File: config.mk
export PLATFORM = sky130hd
export DESIGN_NAME = vram_arbiter
export DESIGN_NICKNAME = d
export VERILOG_FILES = /design/src/rtl/vram_pkg.sv /design/src/rtl/vram_read_tracker.sv /design/src/rtl/vram_arbiter.sv
export SDC_FILE = /design/constraint.sdc
export NUM_CORES = 1
export LEC_CHECK = 0
export CORE_MARGIN = 5
export CORE_UTILIZATION = 30
export CTS_BUF_LIST = sky130_fd_sc_hd__clkbuf_2 sky130_fd_sc_hd__clkbuf_4 sky130_fd_sc_hd__clkbuf_8
export DETAILED_ROUTE_END_ITERATION = 7
export GPL_TIMING_DRIVEN = 0
export PLACE_DENSITY = 0.78
export SYNTH_ARGS = -nofsm -noshare
export SYNTH_HDL_FRONTEND = slang
export SYNTH_SLANG_ARGS = --single-unit
File: constraint.sdc
create_clock -name clk_in -period 1.25 [get_ports clk_in]
set_clock_uncertainty 0.2 [all_clocks]
set_input_delay 0.3125 -clock clk_in [delete_from_list [all_inputs] [get_ports clk_in]]
set_output_delay 0.3125 -clock clk_in [all_outputs]
set_load 0.005 [all_outputs]
File: src/rtl/vram_pkg.sv
// Shared definitions for the VRAM arbiter slice: default geometry,
// default read latency, clear-engine state encoding and the read tag record.
package vram_pkg;

    // 64x32 one-bit-per-pixel display packed 8 pixels per byte
    localparam int DEFAULT_ADDR_W       = 8;
    localparam int VRAM_DEPTH           = 1 << DEFAULT_ADDR_W;
    localparam int DEFAULT_READ_LATENCY = 2;

    typedef enum logic [1:0] {
        CLR_IDLE  = 2'd0,
        CLR_CLEAR = 2'd1,
        CLR_DONE  = 2'd2
    } clear_state_t;

    // One pipeline stage of in-flight read ownership; at most one bit is set
    typedef struct packed {
        logic hdmi;
        logic cpu;
    } read_tag_t;

endpackage

File: src/rtl/vram_read_tracker.sv
// Follows each issued VRAM read through a READ_LATENCY-deep tag pipeline and
// steers the returning byte to the HDMI or CPU side. Each side's data output
// keeps its last returned byte while its valid is low.
module vram_read_tracker
    import vram_pkg::*;
#(
    parameter int READ_LATENCY = DEFAULT_READ_LATENCY
) (
    input  logic       clk,
    input  logic       rst,
    input  logic       hdmi_issue,
    input  logic       cpu_issue,
    input  logic [7:0] rdata,
    output logic [7:0] hdmi_data,
    output logic       hdmi_valid,
    output logic [7:0] cpu_data,
    output logic       cpu_valid
);

    read_tag_t  tags [READ_LATENCY];
    read_tag_t  new_tag;
    read_tag_t  ret_tag;
    logic [7:0] hdmi_hold;
    logic [7:0] cpu_hold;

    // HDMI wins the port, so a CPU tag is never recorded alongside an HDMI tag
    assign new_tag.hdmi = hdmi_issue;
    assign new_tag.cpu  = cpu_issue && !hdmi_issue;
    assign ret_tag      = tags[READ_LATENCY-1];

    // Shift the ownership tags one stage per cycle; reset drops all in-flight reads
    always_ff @(posedge clk) begin
        if (rst) begin
            for (int i = 0; i < READ_LATENCY; i++) begin
                tags[i] <= '0;
            end
        end else begin
            tags[0] <= new_tag;
            for (int i = 1; i < READ_LATENCY; i++) begin
                tags[i] <= tags[i-1];
            end
        end
    end

    // Remember the last byte delivered to each side so it can be held afterwards
    always_ff @(posedge clk) begin
        if (rst) begin
            hdmi_hold <= 8'h00;
            cpu_hold  <= 8'h00;
        end else begin
            if (ret_tag.hdmi) begin
                hdmi_hold <= rdata;
            end
            if (ret_tag.cpu) begin
                cpu_hold <= rdata;
            end
        end
    end

    assign hdmi_valid = ret_tag.hdmi;
    assign cpu_valid  = ret_tag.cpu;
    assign hdmi_data  = ret_tag.hdmi ? rdata : hdmi_hold;
    assign cpu_data   = ret_tag.cpu  ? rdata : cpu_hold;

endmodule

File: src/rtl/vram_arbiter.sv
// Single-port VRAM arbiter: HDMI scan-out reads, an optional screen-clear
// engine and CPU reads/writes share one port under fixed priority
// HDMI > clear > CPU. HDMI is never stalled; the CPU is back-pressured.
// Build option: define VRAM_ARBITER_CLEAR_EN to include the clear engine;
// without it clear_start_in is ignored and clear_busy/done stay low.
module vram_arbiter
    import vram_pkg::*;
#(
    parameter int ADDR_W       = DEFAULT_ADDR_W,
    parameter int READ_LATENCY = DEFAULT_READ_LATENCY
) (
    input  logic              clk_in,
    input  logic              rst_in,

    input  logic              hdmi_req_in,
    input  logic [15:0]       hdmi_addr_in,
    output logic [7:0]        hdmi_data_out,
    output logic              hdmi_valid_out,

    input  logic              cpu_valid_in,
    input  logic              cpu_we_in,
    input  logic [ADDR_W-1:0] cpu_addr_in,
    input  logic [7:0]        cpu_wdata_in,
    output logic              cpu_ready_out,
    output logic [7:0]        cpu_rdata_out,
    output logic              cpu_rvalid_out,

    input  logic              clear_start_in,
    output logic              clear_busy_out,
    output logic              clear_done_out,

    output logic [ADDR_W-1:0] vram_addr_out,
    output logic              vram_we_out,
    output logic [7:0]        vram_wdata_out,
    input  logic [7:0]        vram_rdata_in
);

    logic [ADDR_W-1:0] hdmi_addr;
    logic              unused_hdmi_addr;
    logic              clear_grant;
    logic              clear_busy;
    logic              clear_done;
    logic [ADDR_W-1:0] clear_addr;
    logic              cpu_ready;
    logic              cpu_fire;
    logic              cpu_read_issue;

    // Only the low ADDR_W bits of the HDMI address select a byte
    assign hdmi_addr        = hdmi_addr_in[ADDR_W-1:0];
    assign unused_hdmi_addr = ^hdmi_addr_in;

`ifdef VRAM_ARBITER_CLEAR_EN

    clear_state_t      state;
    clear_state_t      state_next;
    logic [ADDR_W:0]   count;
    logic [ADDR_W:0]   count_next;
    logic [ADDR_W:0]   count_inc;

    // The extra counter bit flags completion so the last address never wraps to 0
    assign count_inc  = count + 1'b1;
    assign clear_addr = count[ADDR_W-1:0];

    // Clear engine state and address counter
    always_ff @(posedge clk_in) begin
        if (rst_in) begin
            state <= CLR_IDLE;
            count <= '0;
        end else begin
            state <= state_next;
            count <= count_next;
        end
    end

    // Clear sequencing: write zeros whenever HDMI leaves the port free, then pulse done
    always_comb begin
        state_next  = state;
        count_next  = count;
        clear_grant = 1'b0;
        clear_busy  = 1'b0;
        clear_done  = 1'b0;
        case (state)
            CLR_IDLE: begin
                if (clear_start_in) begin
                    state_next = CLR_CLEAR;
                    count_next = '0;
                end
            end
            CLR_CLEAR: begin
                clear_busy = 1'b1;
                if (!hdmi_req_in) begin
                    clear_grant = 1'b1;
                    count_next  = count_inc;
                    if (count_inc[ADDR_W]) begin
                        state_next = CLR_DONE;
                    end
                end
            end
            CLR_DONE: begin
                clear_busy = 1'b1;
                clear_done = 1'b1;
                state_next = CLR_IDLE;
            end
            default: begin
                state_next = CLR_IDLE;
            end
        endcase
    end

`else

    logic unused_clear_start;

    assign unused_clear_start = clear_start_in;
    assign clear_grant        = 1'b0;
    assign clear_busy         = 1'b0;
    assign clear_done         = 1'b0;
    assign clear_addr         = '0;

`endif

    // The CPU may only proceed when neither HDMI nor an active clear owns the port
    assign cpu_ready      = !hdmi_req_in && !clear_busy;
    assign cpu_fire       = cpu_valid_in && cpu_ready;
    assign cpu_read_issue = cpu_fire && !cpu_we_in;

    assign cpu_ready_out  = cpu_ready;
    assign clear_busy_out = clear_busy;
    assign clear_done_out = clear_done;

    // Steer the VRAM port from the winning requester; an idle port reads address 0
    always_comb begin
        vram_addr_out  = '0;
        vram_we_out    = 1'b0;
        vram_wdata_out = 8'h00;
        if (hdmi_req_in) begin
            vram_addr_out = hdmi_addr;
        end else if (clear_grant) begin
            vram_addr_out  = clear_addr;
            vram_we_out    = 1'b1;
            vram_wdata_out = 8'h00;
        end else if (cpu_fire) begin
            vram_addr_out  = cpu_addr_in;
            vram_we_out    = cpu_we_in;
            vram_wdata_out = cpu_wdata_in;
        end
    end

    vram_read_tracker #(
        .READ_LATENCY (READ_LATENCY)
    ) u_tracker (
        .clk        (clk_in),
        .rst        (rst_in),
        .hdmi_issue (hdmi_req_in),
        .cpu_issue  (cpu_read_issue),
        .rdata      (vram_rdata_in),
        .hdmi_data  (hdmi_data_out),
        .hdmi_valid (hdmi_valid_out),
        .cpu_data   (cpu_rdata_out),
        .cpu_valid  (cpu_rvalid_out)
    );

endmodule

==> flow_summary.ini <==
[run_status]
outcome = finished with violations
violations = negative setup slack

[clock_network]
clk_pin_slew_worst_paths_ns = 0.11
clk_latency_ns = 0.29
holdBufCountCts = 0
htree_levels = 1
clock_sinks = 20
cts_buffer_depth = 2
numCtsBuffers = 3
cts_tree = built
root_buffer = clkbuf_4

[critical_path]
path_class = reg2out
worstReg2RegEnd = u_tracker.hdmi_hold[7]
cp_data_arrival_time_ns = 1.33
r2r_start = u_tracker.tags[0][3]
crit_end = cpu_rdata_out[2]
rr_worst_depth = 5
r2r_slack_ns = -0.21
cp-start-kind = register
end_kind = primary output
cp_max_fo = 6
critPathLaunch = u_tracker.tags[0][2]
cp.required_ns = 0.74

[sta]
tightest_slew_ns = 1.050
relSlewSlack_pct = 29.97
holdWs_ns = 0.1206
slew_viol_final = 0
fin_crit_sh_pct = 147.3
max_freq_mhz = 543.0
layout_min_cycle_time_ns = 1.842
setup_viol = 50
finalWorstSetupSlack_ns = -0.5916
grt_setup_unrepaired = true
hold_viol = 0

[detailed_routing]
viasPerCell = 4.308
first_iter_violations = 16
firstDrtPassIters = 2
drc = 0
post_drt_wl_per_cell_um = 14.31
wirelength_um = 3205
postRouteAntennaNets = 0
vias = 965

[place]
place_inst = 202
place_area_um2 = 1817
hpwl_um = 2342
place.gp.congestion = 0.7876
portBuffers = 70

[die]
die-area_um2 = 4670
rows = 21
coreArea_um2 = 3311
io_pins = 84
die_w_um = 68.34
start_util_pct = 30.84
die_y_um = 68.34

[power]
p_per_area_nw_per_um2 = 674.4
combPwrFrac_pct = 32.1
internal-power_mw = 1.165
ir_worst_vdd_uv = 317.8
total_power_mw = 1.509
power_leakage_nw = 1.048
seqPwrFrac_pct = 43.7
clkPwrFrac_pct = 24.2
switchingPower_mw = 0.3436
swShare_pct = 22.77

[logic_synthesis]
synth.top_cells.by_area = dfxtp_1 39%, mux2_4 19%, nor2b_1 9.2%
yosys_most_used_dff = dfxtp_1
syn_area_per_cell_um2 = 12.01
synth_cell_type_count = 17
synthCells = 85
synth.most_common_cell = dfxtp_1
synth_edf_count = 0
netlist_top_cells_count = 20 x dfxtp_1, 15 x nor2b_1, 13 x mux2_4, 9 x and2_2, 7 x a22o_2
ys.warnings.count = 0
ys_ff_latch = 20
netlist_area_um2 = 1021
synth_area_leader_cell = dfxtp_1
synthArstFlopShare_pct = 0
yosys.area.top_type_share_pct = 39.22
ys_seq_area_share_pct = 39.22

[cells_and_area]
design_area_um2 = 2237
syn2layout_area_growth_pct = 119.1
diodes = 0
final_cells = 224
drive_above_1_share_pct = 65.17
final.fill_count = 269
final_nets = 225
post-route-util_pct = 67.57

[grt]
first_global_vias = 1060
grt_use_total_pct = 13.91
grt-ovfl-total = 0
grt_pass1_wl_um = 4878
antenna_found_initial = 0
grt_max_degree = 12

[worst_hold_path]
hp-class = in2reg
hold_depth = 2

[flow_run]
cap_viol_max_count = 0
[cell families (layout without fill, tap and decap cells)]
logic type | count (synthesis) | count (layout) | share of synthesized area (%)
buffers and inverters | 10 | 102 | 8.455
other | 1 | 2 | 0.3673
AO/OA/AOI/OAI | 8 | 8 | 7.721
flip-flops | 20 | 20 | 39.22
AND/OR/NAND/NOR | 30 | 30 | 21.81
multiplexers | 16 | 16 | 22.43
[worst max-delay path, stage by stage (launching register included)]
cell,delay (ns)
dfxtp_2,0.36
buf_8,0.13
buf_6,0.12
mux2_4,0.31
buf_6,0.12
[cell type report]
cell class	count	area (µm²)	share of cell area [%]
timing repair buffer	89	948.4	42.39
multi-input combinational	56	700.7	31.32
sequential	20	402.9	18.01
buffer	8	87.58	3.915
tap	46	57.56	2.573
clock buffer	4	36.28	1.622
inverter	1	3.754	0.1678
[power by group through the flow]
stage / Clock, mW / Combinational [mW] / Sequential [mW]
2_1_floorplan: 0 / 0.151 / 0.672
3_3_place_gp: 0 / 0.381 / 0.672
3_5_place_dp: 0 / 0.388 / 0.673
4_1_cts: 0.380 / 0.445 / 0.659
5_1_grt: 0.412 / 0.516 / 0.661
6_report: 0.365 / 0.485 / 0.659
[worst min path at each step]
stage | slack [ns] | to | start
after floorplan | 0.19 | u_tracker.tags[0][0] | cpu_we_in
after global placement | 0.22 | u_tracker.tags[0][3] | u_tracker.tags[0][1]
after detailed placement | 0.22 | u_tracker.tags[0][3] | u_tracker.tags[0][1]
after CTS | 0.07 | u_tracker.tags[0][1] | hdmi_req_in
after global routing | 0.12 | u_tracker.tags[0][0] | cpu_we_in
final | 0.12 | u_tracker.tags[0][0] | cpu_we_in
[placed cells by master, fill, tap and decap left out]
master,netlist,routed
buf_6,4,44
clkdlybuf4s50_1,0,18
dfxtp_1,20,18
mux2_4,13,16
nor2b_4,3,15
buf_4,2,10
and2_4,0,9
dlygate4sd2_1,0,8
a22o_4,0,7
dlymetal6s2s_1,0,7
nor2b_1,15,4
buf_8,1,3
clkbuf_4,0,3
buf_12,0,2
clkbuf_1,2,2
conb_1,1,2
buf_2,0,2
dfxtp_2,0,2
a22o_1,1,1
inv_2,0,1
nor2_1,1,1
nor3b_1,1,1
clkbuf_8,0,1
clkbuf_16,0,1
[layer usage]
layer	GRT usage [%]	up-vias	part of all wire [%]
met3	4.762	6	10
met5	0	-	0
met1	14.64	440	34
met2	25.99	56	54
li1	-	463	-
met4	3.722	0	1.3
[state kept, by name, summed over array words and instances, names as in the netlist]
name and cells:
u_tracker.hdmi_hold 8, u_tracker.cpu_hold 8, u_tracker.tags 4
[through the flow]
stage | TNS, ns | setup WS (ns)
floorplan | -2.234 | -0.1448
finish | -15.35 | -0.5916
CTS | -15.83 | -0.6032
global placement | -32.28 | -1.038
global route | -17.37 | -0.6465
detailed placement | -33.10 | -1.070
[what timing repair did]
| item | CTS | global route |
|---|---|---|
| setup endpoints to repair | 52 | 52 |
| resized for setup | 201 | 37 |
| pin swaps | 1 | 3 |
| hold endpoints to repair | 0 | 0 |
| buffers inserted | 12 | 7 |
| gates cloned | 1 | 0 |
Note: power is estimated with default switching activity, not from simulation.
